[config.mk]
export PLATFORM = sky130hd
export DESIGN_NAME = duty_scaler_seq_flat
export DESIGN_NICKNAME = d
export VERILOG_FILES = /design/src/rtl/duty_scaler_seq_pkg.sv /design/src/rtl/duty_scaler_seq_if.sv /design/src/rtl/duty_scaler_seq.sv /design/src/flat_wrapper.sv
export SDC_FILE = /design/constraint.sdc
export NUM_CORES = 1
export LEC_CHECK = 0
export CELL_PAD_IN_SITES_DETAIL_PLACEMENT = 2
export CELL_PAD_IN_SITES_GLOBAL_PLACEMENT = 2
export CORE_UTILIZATION = 31
export DETAILED_ROUTE_END_ITERATION = 8
export PLACE_DENSITY_LB_ADDON = 0.1
export SLEW_MARGIN = 5
export SYNTH_ARGS = -nofsm -noshare
export SYNTH_HDL_FRONTEND = slang
export SYNTH_SLANG_ARGS = --single-unit
export TNS_END_PERCENT = 20
[constraint.sdc]
create_clock -name clk -period 5.6 [get_ports clk]
set_clock_uncertainty 0.2 [all_clocks]
set_input_delay 0.84 -clock clk [delete_from_list [all_inputs] [get_ports clk]]
set_output_delay 0.84 -clock clk [all_outputs]
set_load 0.01 [all_outputs]
[src/rtl/duty_scaler_seq_pkg.sv]
// Shared definitions for the duty_scaler_seq controller: FSM state codes,
// channel count and channel index constants, and the input snapshot type.
package duty_scaler_seq_pkg;

  localparam int NUM_CH = 4;

  // Channel processing order: red, green, blue, white
  localparam logic [1:0] CH_RED   = 2'd0;
  localparam logic [1:0] CH_GREEN = 2'd1;
  localparam logic [1:0] CH_BLUE  = 2'd2;
  localparam logic [1:0] CH_WHITE = 2'd3;

  // FSM state encoding
  localparam logic [2:0] S_IDLE  = 3'd0;
  localparam logic [2:0] S_LOAD  = 3'd1;
  localparam logic [2:0] S_WAIT  = 3'd2;
  localparam logic [2:0] S_STORE = 3'd3;
  localparam logic [2:0] S_DONE  = 3'd4;

  typedef logic [2:0] state_t;

  // Inputs frozen at the start of a sequence
  typedef struct packed {
    logic [7:0]               lint;
    logic [NUM_CH-1:0][7:0]   chan;
  } snap_t;

endpackage

[src/rtl/duty_scaler_seq_if.sv]
// Signal bundle between duty_scaler_seq and its environment (stimulus,
// shared 8x8 multiplier, PWM duty consumers).
//   slave  : the scaler itself
//   master : whoever drives requests and owns the multiplier
interface duty_scaler_seq_if;
  import duty_scaler_seq_pkg::*;

  logic        start;
  logic [7:0]  lint;
  logic [7:0]  red_in;
  logic [7:0]  green_in;
  logic [7:0]  blue_in;
  logic [7:0]  white_in;

  logic [7:0]  mult_a;
  logic [7:0]  mult_b;
  logic        mult_ld;
  logic        mult_rdy;
  logic [15:0] mult_res;

  logic [7:0]  red_duty;
  logic [7:0]  green_duty;
  logic [7:0]  blue_duty;
  logic [7:0]  white_duty;

  logic        busy;
  logic        done;
  logic        err;

  modport slave (
    input  start, lint, red_in, green_in, blue_in, white_in,
    input  mult_rdy, mult_res,
    output mult_a, mult_b, mult_ld,
    output red_duty, green_duty, blue_duty, white_duty,
    output busy, done, err
  );

  modport master (
    output start, lint, red_in, green_in, blue_in, white_in,
    output mult_rdy, mult_res,
    input  mult_a, mult_b, mult_ld,
    input  red_duty, green_duty, blue_duty, white_duty,
    input  busy, done, err
  );

endinterface

[src/rtl/duty_scaler_seq.sv]
// duty_scaler_seq: rescales four colour channels by an intensity value using
// a shared external 8x8 multiplier, then updates all four PWM duties at once.
//
// Optional feature macro: FULLSCALE_BYPASS_EN
//   When defined, a snapshot intensity of 255 passes channel values straight
//   to the duties without touching the multiplier.
//
// state | meaning
// IDLE  | waiting for start
// LOAD  | present operands and strobe mult_ld for one cycle
// WAIT  | waiting for mult_rdy, bounded by MULT_TIMEOUT cycles
// STORE | advance to next channel or finish
// DONE  | publish shadow values to duties, pulse done
module duty_scaler_seq
  import duty_scaler_seq_pkg::*;
#(
  parameter int MULT_TIMEOUT = 63
) (
  input  logic               clk,
  input  logic               reset,
  duty_scaler_seq_if.slave   bus
);

  localparam int TW = (MULT_TIMEOUT > 1) ? $clog2(MULT_TIMEOUT) : 1;

  state_t                  state_q, state_d;
  logic [1:0]              ch_q, ch_d;
  logic                    pending_q, pending_d;
  logic                    err_q, err_d;
  snap_t                   snap_q, snap_d;
  logic [NUM_CH-1:0][7:0]  shadow_q, shadow_d;
  logic [NUM_CH-1:0][7:0]  duty_q, duty_d;
  logic [TW-1:0]           tmo_q, tmo_d;

  snap_t                   live_snap;
  logic                    full_scale;
  logic                    res_lo_unused;

  // Only the high byte of the product is used as the scaled duty
  assign res_lo_unused = ^bus.mult_res[7:0];

  // Current input values in snapshot form
  always_comb begin
    live_snap                = '0;
    live_snap.lint           = bus.lint;
    live_snap.chan[CH_RED]   = bus.red_in;
    live_snap.chan[CH_GREEN] = bus.green_in;
    live_snap.chan[CH_BLUE]  = bus.blue_in;
    live_snap.chan[CH_WHITE] = bus.white_in;
  end

`ifdef FULLSCALE_BYPASS_EN
  // Full intensity needs no multiply; the duty equals the channel value
  assign full_scale = (snap_q.lint == 8'hFF);
`else
  assign full_scale = 1'b0;
`endif

  // Next-state and datapath update
  always_comb begin
    state_d   = state_q;
    ch_d      = ch_q;
    pending_d = pending_q;
    err_d     = err_q;
    snap_d    = snap_q;
    shadow_d  = shadow_q;
    duty_d    = duty_q;
    tmo_d     = tmo_q;

    // Starts arriving mid-sequence coalesce into one rerun; DONE handles
    // its own start directly so the rerun follows without an idle cycle.
    if (bus.start && (state_q != S_IDLE) && (state_q != S_DONE)) begin
      pending_d = 1'b1;
    end

    case (state_q)
      S_IDLE: begin
        if (bus.start) begin
          snap_d    = live_snap;
          ch_d      = CH_RED;
          err_d     = 1'b0;
          pending_d = 1'b0;
          state_d   = S_LOAD;
        end
      end

      S_LOAD: begin
        if (full_scale) begin
          shadow_d[ch_q] = snap_q.chan[ch_q];
          state_d        = S_STORE;
        end else begin
          tmo_d   = TW'(MULT_TIMEOUT - 1);
          state_d = S_WAIT;
        end
      end

      S_WAIT: begin
        if (bus.mult_rdy) begin
          shadow_d[ch_q] = bus.mult_res[15:8];
          state_d        = S_STORE;
        end else if (tmo_q == '0) begin
          // Abandon the whole sequence; duties keep their previous values
          err_d     = 1'b1;
          shadow_d  = '0;
          pending_d = 1'b0;
          state_d   = S_IDLE;
        end else begin
          tmo_d = tmo_q - 1'b1;
        end
      end

      S_STORE: begin
        if (ch_q == CH_WHITE) begin
          // Duties load on entry to DONE so they change together with done
          duty_d  = shadow_q;
          state_d = S_DONE;
        end else begin
          ch_d    = ch_q + 2'd1;
          state_d = S_LOAD;
        end
      end

      S_DONE: begin
        if (pending_q || bus.start) begin
          snap_d    = live_snap;
          ch_d      = CH_RED;
          pending_d = 1'b0;
          state_d   = S_LOAD;
        end else begin
          state_d = S_IDLE;
        end
      end

      default: begin
        state_d = S_IDLE;
      end
    endcase
  end

  // State registers with synchronous reset
  always_ff @(posedge clk) begin
    if (reset) begin
      state_q   <= S_IDLE;
      ch_q      <= CH_RED;
      pending_q <= 1'b0;
      err_q     <= 1'b0;
      snap_q    <= '0;
      shadow_q  <= '0;
      duty_q    <= '0;
      tmo_q     <= '0;
    end else begin
      state_q   <= state_d;
      ch_q      <= ch_d;
      pending_q <= pending_d;
      err_q     <= err_d;
      snap_q    <= snap_d;
      shadow_q  <= shadow_d;
      duty_q    <= duty_d;
      tmo_q     <= tmo_d;
    end
  end

  // Operands come straight from the snapshot, so they cannot move while
  // the multiplier is working on the current channel.
  assign bus.mult_a     = snap_q.chan[ch_q];
  assign bus.mult_b     = snap_q.lint;
  assign bus.mult_ld    = (state_q == S_LOAD) && !full_scale;

  assign bus.red_duty   = duty_q[CH_RED];
  assign bus.green_duty = duty_q[CH_GREEN];
  assign bus.blue_duty  = duty_q[CH_BLUE];
  assign bus.white_duty = duty_q[CH_WHITE];

  assign bus.busy       = (state_q != S_IDLE);
  assign bus.done       = (state_q == S_DONE);
  assign bus.err        = err_q;

endmodule

[src/flat_wrapper.sv]
// flat-port wrapper written by rule: the top's interface ports become plain ports
module duty_scaler_seq_flat import duty_scaler_seq_pkg::*;
#(
  parameter int MULT_TIMEOUT = 63
)
  (clk, reset, bus_start, bus_lint, bus_red_in, bus_green_in, bus_blue_in, bus_white_in, bus_mult_rdy, bus_mult_res, bus_mult_a, bus_mult_b, bus_mult_ld, bus_red_duty, bus_green_duty, bus_blue_duty, bus_white_duty, bus_busy, bus_done, bus_err);
  duty_scaler_seq_if bus_i ();
  input  logic clk;
  input  logic reset;
  input wire logic [$bits(bus_i.start)-1:0] bus_start;
  input wire logic [$bits(bus_i.lint)-1:0] bus_lint;
  input wire logic [$bits(bus_i.red_in)-1:0] bus_red_in;
  input wire logic [$bits(bus_i.green_in)-1:0] bus_green_in;
  input wire logic [$bits(bus_i.blue_in)-1:0] bus_blue_in;
  input wire logic [$bits(bus_i.white_in)-1:0] bus_white_in;
  input wire logic [$bits(bus_i.mult_rdy)-1:0] bus_mult_rdy;
  input wire logic [$bits(bus_i.mult_res)-1:0] bus_mult_res;
  output wire logic [$bits(bus_i.mult_a)-1:0] bus_mult_a;
  output wire logic [$bits(bus_i.mult_b)-1:0] bus_mult_b;
  output wire logic [$bits(bus_i.mult_ld)-1:0] bus_mult_ld;
  output wire logic [$bits(bus_i.red_duty)-1:0] bus_red_duty;
  output wire logic [$bits(bus_i.green_duty)-1:0] bus_green_duty;
  output wire logic [$bits(bus_i.blue_duty)-1:0] bus_blue_duty;
  output wire logic [$bits(bus_i.white_duty)-1:0] bus_white_duty;
  output wire logic [$bits(bus_i.busy)-1:0] bus_busy;
  output wire logic [$bits(bus_i.done)-1:0] bus_done;
  output wire logic [$bits(bus_i.err)-1:0] bus_err;
  assign bus_i.start = bus_start;
  assign bus_i.lint = bus_lint;
  assign bus_i.red_in = bus_red_in;
  assign bus_i.green_in = bus_green_in;
  assign bus_i.blue_in = bus_blue_in;
  assign bus_i.white_in = bus_white_in;
  assign bus_i.mult_rdy = bus_mult_rdy;
  assign bus_i.mult_res = bus_mult_res;
  assign bus_mult_a = bus_i.mult_a;
  assign bus_mult_b = bus_i.mult_b;
  assign bus_mult_ld = bus_i.mult_ld;
  assign bus_red_duty = bus_i.red_duty;
  assign bus_green_duty = bus_i.green_duty;
  assign bus_blue_duty = bus_i.blue_duty;
  assign bus_white_duty = bus_i.white_duty;
  assign bus_busy = bus_i.busy;
  assign bus_done = bus_i.done;
  assign bus_err = bus_i.err;
  duty_scaler_seq #(.MULT_TIMEOUT(MULT_TIMEOUT)) u_core (.clk(clk), .reset(reset), .bus(bus_i));
endmodule
==> results.json <==
{
  "design.core.area_sq_mm": 0.0140,
  "synth-compound-area-share": 0.190,
  "power.leakage_nw": 2.24,
  "fin_tns_setup_ns": 0,
  "io_pins": 112,
  "rows": 43,
  "cts_buffers": 17,
  "clockRootBuffer": "clkbuf_16",
  "max_freq_ghz": 0.291,
  "postRouteAntennaNets": 0,
  "powerDensity_mw_per_mm2": 371,
  "clk_path_buf_depth": 2,
  "clock_latency_ns": 0.41,
  "status": "finished, final reports clean",
  "cp_data_arrival_time_ns": 2.39,
  "setup_viol": 0,
  "slew_headroom": 0.203,
  "die_x_um": 123,
  "fin_crit_sh": 0.613,
  "avgViaCountPerCell": 5.05,
  "yosysUniqueCellTypes": 42,
  "end_kind": "output port",
  "post-place-ws_ns": 2.52,
  "drive_above_1_share": 0.0917,
  "grt_first_pass_wirelength_um": 22900,
  "gr-usage-met3": 0.0627,
  "cp.required_ns": 4.56,
  "yosysWarnings": 0,
  "ys_ff_latch": 117,
  "synthAdderAreaFrac": 0.0138,
  "finalHoldViolCount": 0,
  "mostFrequentLayoutCells": "nand2_1, dfxtp_1, clkdlybuf4s50_1",
  "worst_pin_slew_ns": 1.19,
  "holdWs_ns": 0.257,
  "port_buffers": 103,
  "wl_um": 13900,
  "syn_area_per_cell_sq_um": 8.97,
  "dieArea_sq_mm": 0.0151,
  "worst_setup_path_start_kind": "flip-flop",
  "worstPathMaxFanout": 11,
  "globalplace.congestion": 0.727,
  "grt_max_degree": 88,
  "initial_utilization": 0.322,
  "area_growth_syn_to_layout_pct": 37.8,
  "synth_xor_area_frac": 0.00194,
  "cts_hold_buf": 0,
  "tritoncts": "yes",
  "drt_drc_violations_left": 0,
  "h-tree-depth": 4,
  "synthMuxAreaShare": 0.0421,
  "peakVddDrop_uv": 206,
  "syn_nets": 569,
  "holdCritPathClass": "reg -> reg",
  "routedWlPerCell_um": 17.8,
  "use_met2": 0.346,
  "layout.nets": 652,
  "dr.pass1.iters": 4,
  "grtUsageMet1": 0.241,
  "die_h_um": 123,
  "critPathKind": "reg -> out",
  "gr-total-overflow": 0,
  "nFillCells": 1497,
  "synthSimpleGateAreaFrac": 0.183,
  "postLayoutCellArea_sq_mm": 0.00623,
  "worst_slack_ns": 2.17,
  "cts_num_sinks": 117,
  "antenna_found_initial": 0,
  "ys_seq_area_frac": 0.518,
  "synth_top_family_by_area": "compound AO/OA/AOI/OAI gates",
  "slew_viol_final": 0,
  "grt.busiest_layer": "met2",
  "postCtsSetupBuffers": 0,
  "cts_resized": 0,
  "dp.final_hpwl_um": 8930,
  "synth_ff_type": "dfxtp_1",
  "place_area_sq_mm": 0.00561,
  "diodes": 0,
  "rsz0062_at_grt": "false",
  "final_core_util": 0.444,
  "final_common_cell": "nand2_1",
  "netlist_instances": 504,
  "netlist_area_sq_mm": 0.00452,
  "async_flop_share": 0,
  "vias": 3942,
  "track_usage": 0.202,
  "path_clk_slew_ns": 0.05,
  "layout_min_cycle_time_ns": 3.43,
  "drv_cap": 0,
  "synth_enable_flop_cells": 0,
  "grt_pass1_vias": 4481,
  "drt_iter0_markers": 124
}
[routing by layer]
metal  vias up  wire length (um)
met5         -                 0
li1       1887                 -
met1      1985              6260
met4         0               101
met2        61              7030
met3         9               524
[cell usage after synthesis, types with 2 or more instances]
master     count  area [sq um]
nand2_1      148           556
dfxtp_1      117          2340
a21oi_1       79           395
a22o_1        32           280
clkbuf_1      29           109
inv_1          9          33.8
buf_4          8          60.1
mux4_2         8           180
nor2_1         8          30.0
buf_2          6          30.0
a211oi_1       5          37.5
and3_1         5          31.3
ha_1           5          62.6
and2_1         4          25.0
o21ai_2        4          35.0
nand3_1        3          15.0
nor2b_1        3          18.8
nor3_1         3          15.0
a31oi_1        2          12.5
nor3b_1        2          15.0
o2bb2ai_1      2          17.5
or3_1          2          12.5
[state kept, by name, indices dropped and copies added, names as in the netlist, 6 cells and up]
register	cells
u_core.bus.mult_b	8
u_core.shadow_q	32
u_core.bus.green_duty	8
u_core.tmo_q	6
u_core.snap_q	32
u_core.bus.red_duty	8
u_core.bus.blue_duty	8
u_core.bus.white_duty	8
[stage by stage]
stage	power, W	std cells
after floorplan	0.00107	504
after global placement	0.00118	748
after detailed placement	0.00119	748
after CTS	0.00234	780
after global routing	0.00241	780
final	0.00231	780
[cell type report]
cell class                      count  area (sq um)  share of cell area
Sequential cell                   117          2340               0.376
Multi-Input combinational cell    335          1950               0.313
Timing Repair Buffer              107          1060               0.169
Clock buffer                       25           505              0.0811
Tap cell                          180           225              0.0361
Clock inverter                      7           118              0.0189
Inverter                            9          33.8             0.00542
[report_power, final]
part | total (W) | switching, W | internal, W
Combinational | 0.000262 | 0.000141 | 0.000120
Clock | 0.00114 | 0.000379 | 0.000759
Sequential | 0.000910 | 0.0000370 | 0.000873
Total | 0.00231 | 0.000557 | 0.00175
[critical path, stage by stage, from the launching register on]
cell	delay [ns]
dfxtp_1	0.60
inv_1	0.22
or3_1	0.46
inv_1	0.16
clkdlybuf4s50_1	0.55
[worst paths after layout]
path                      from                        to  slack (ns)  cells after the start
min reg2reg  u_core.snap_q[11]         u_core.snap_q[11]        0.26                      2
max          u_core.state_q[0]               bus_mult_ld        2.17                      4
min          u_core.snap_q[11]         u_core.snap_q[11]        0.26                      2
max reg2reg     u_core.ch_q[0]  u_core.bus.white_duty[6]        2.73                      4
[cell families after synthesis]
kind of cell,count (synthesis)
DFF,117
adders and majority gates,5
muxes,9
AOI/OAI and AO/OA,132
buffers and inverters,52
xor gates and xnor gates,1
and+or+nand+nor,188
Note: power is estimated with default switching activity, not from simulation.
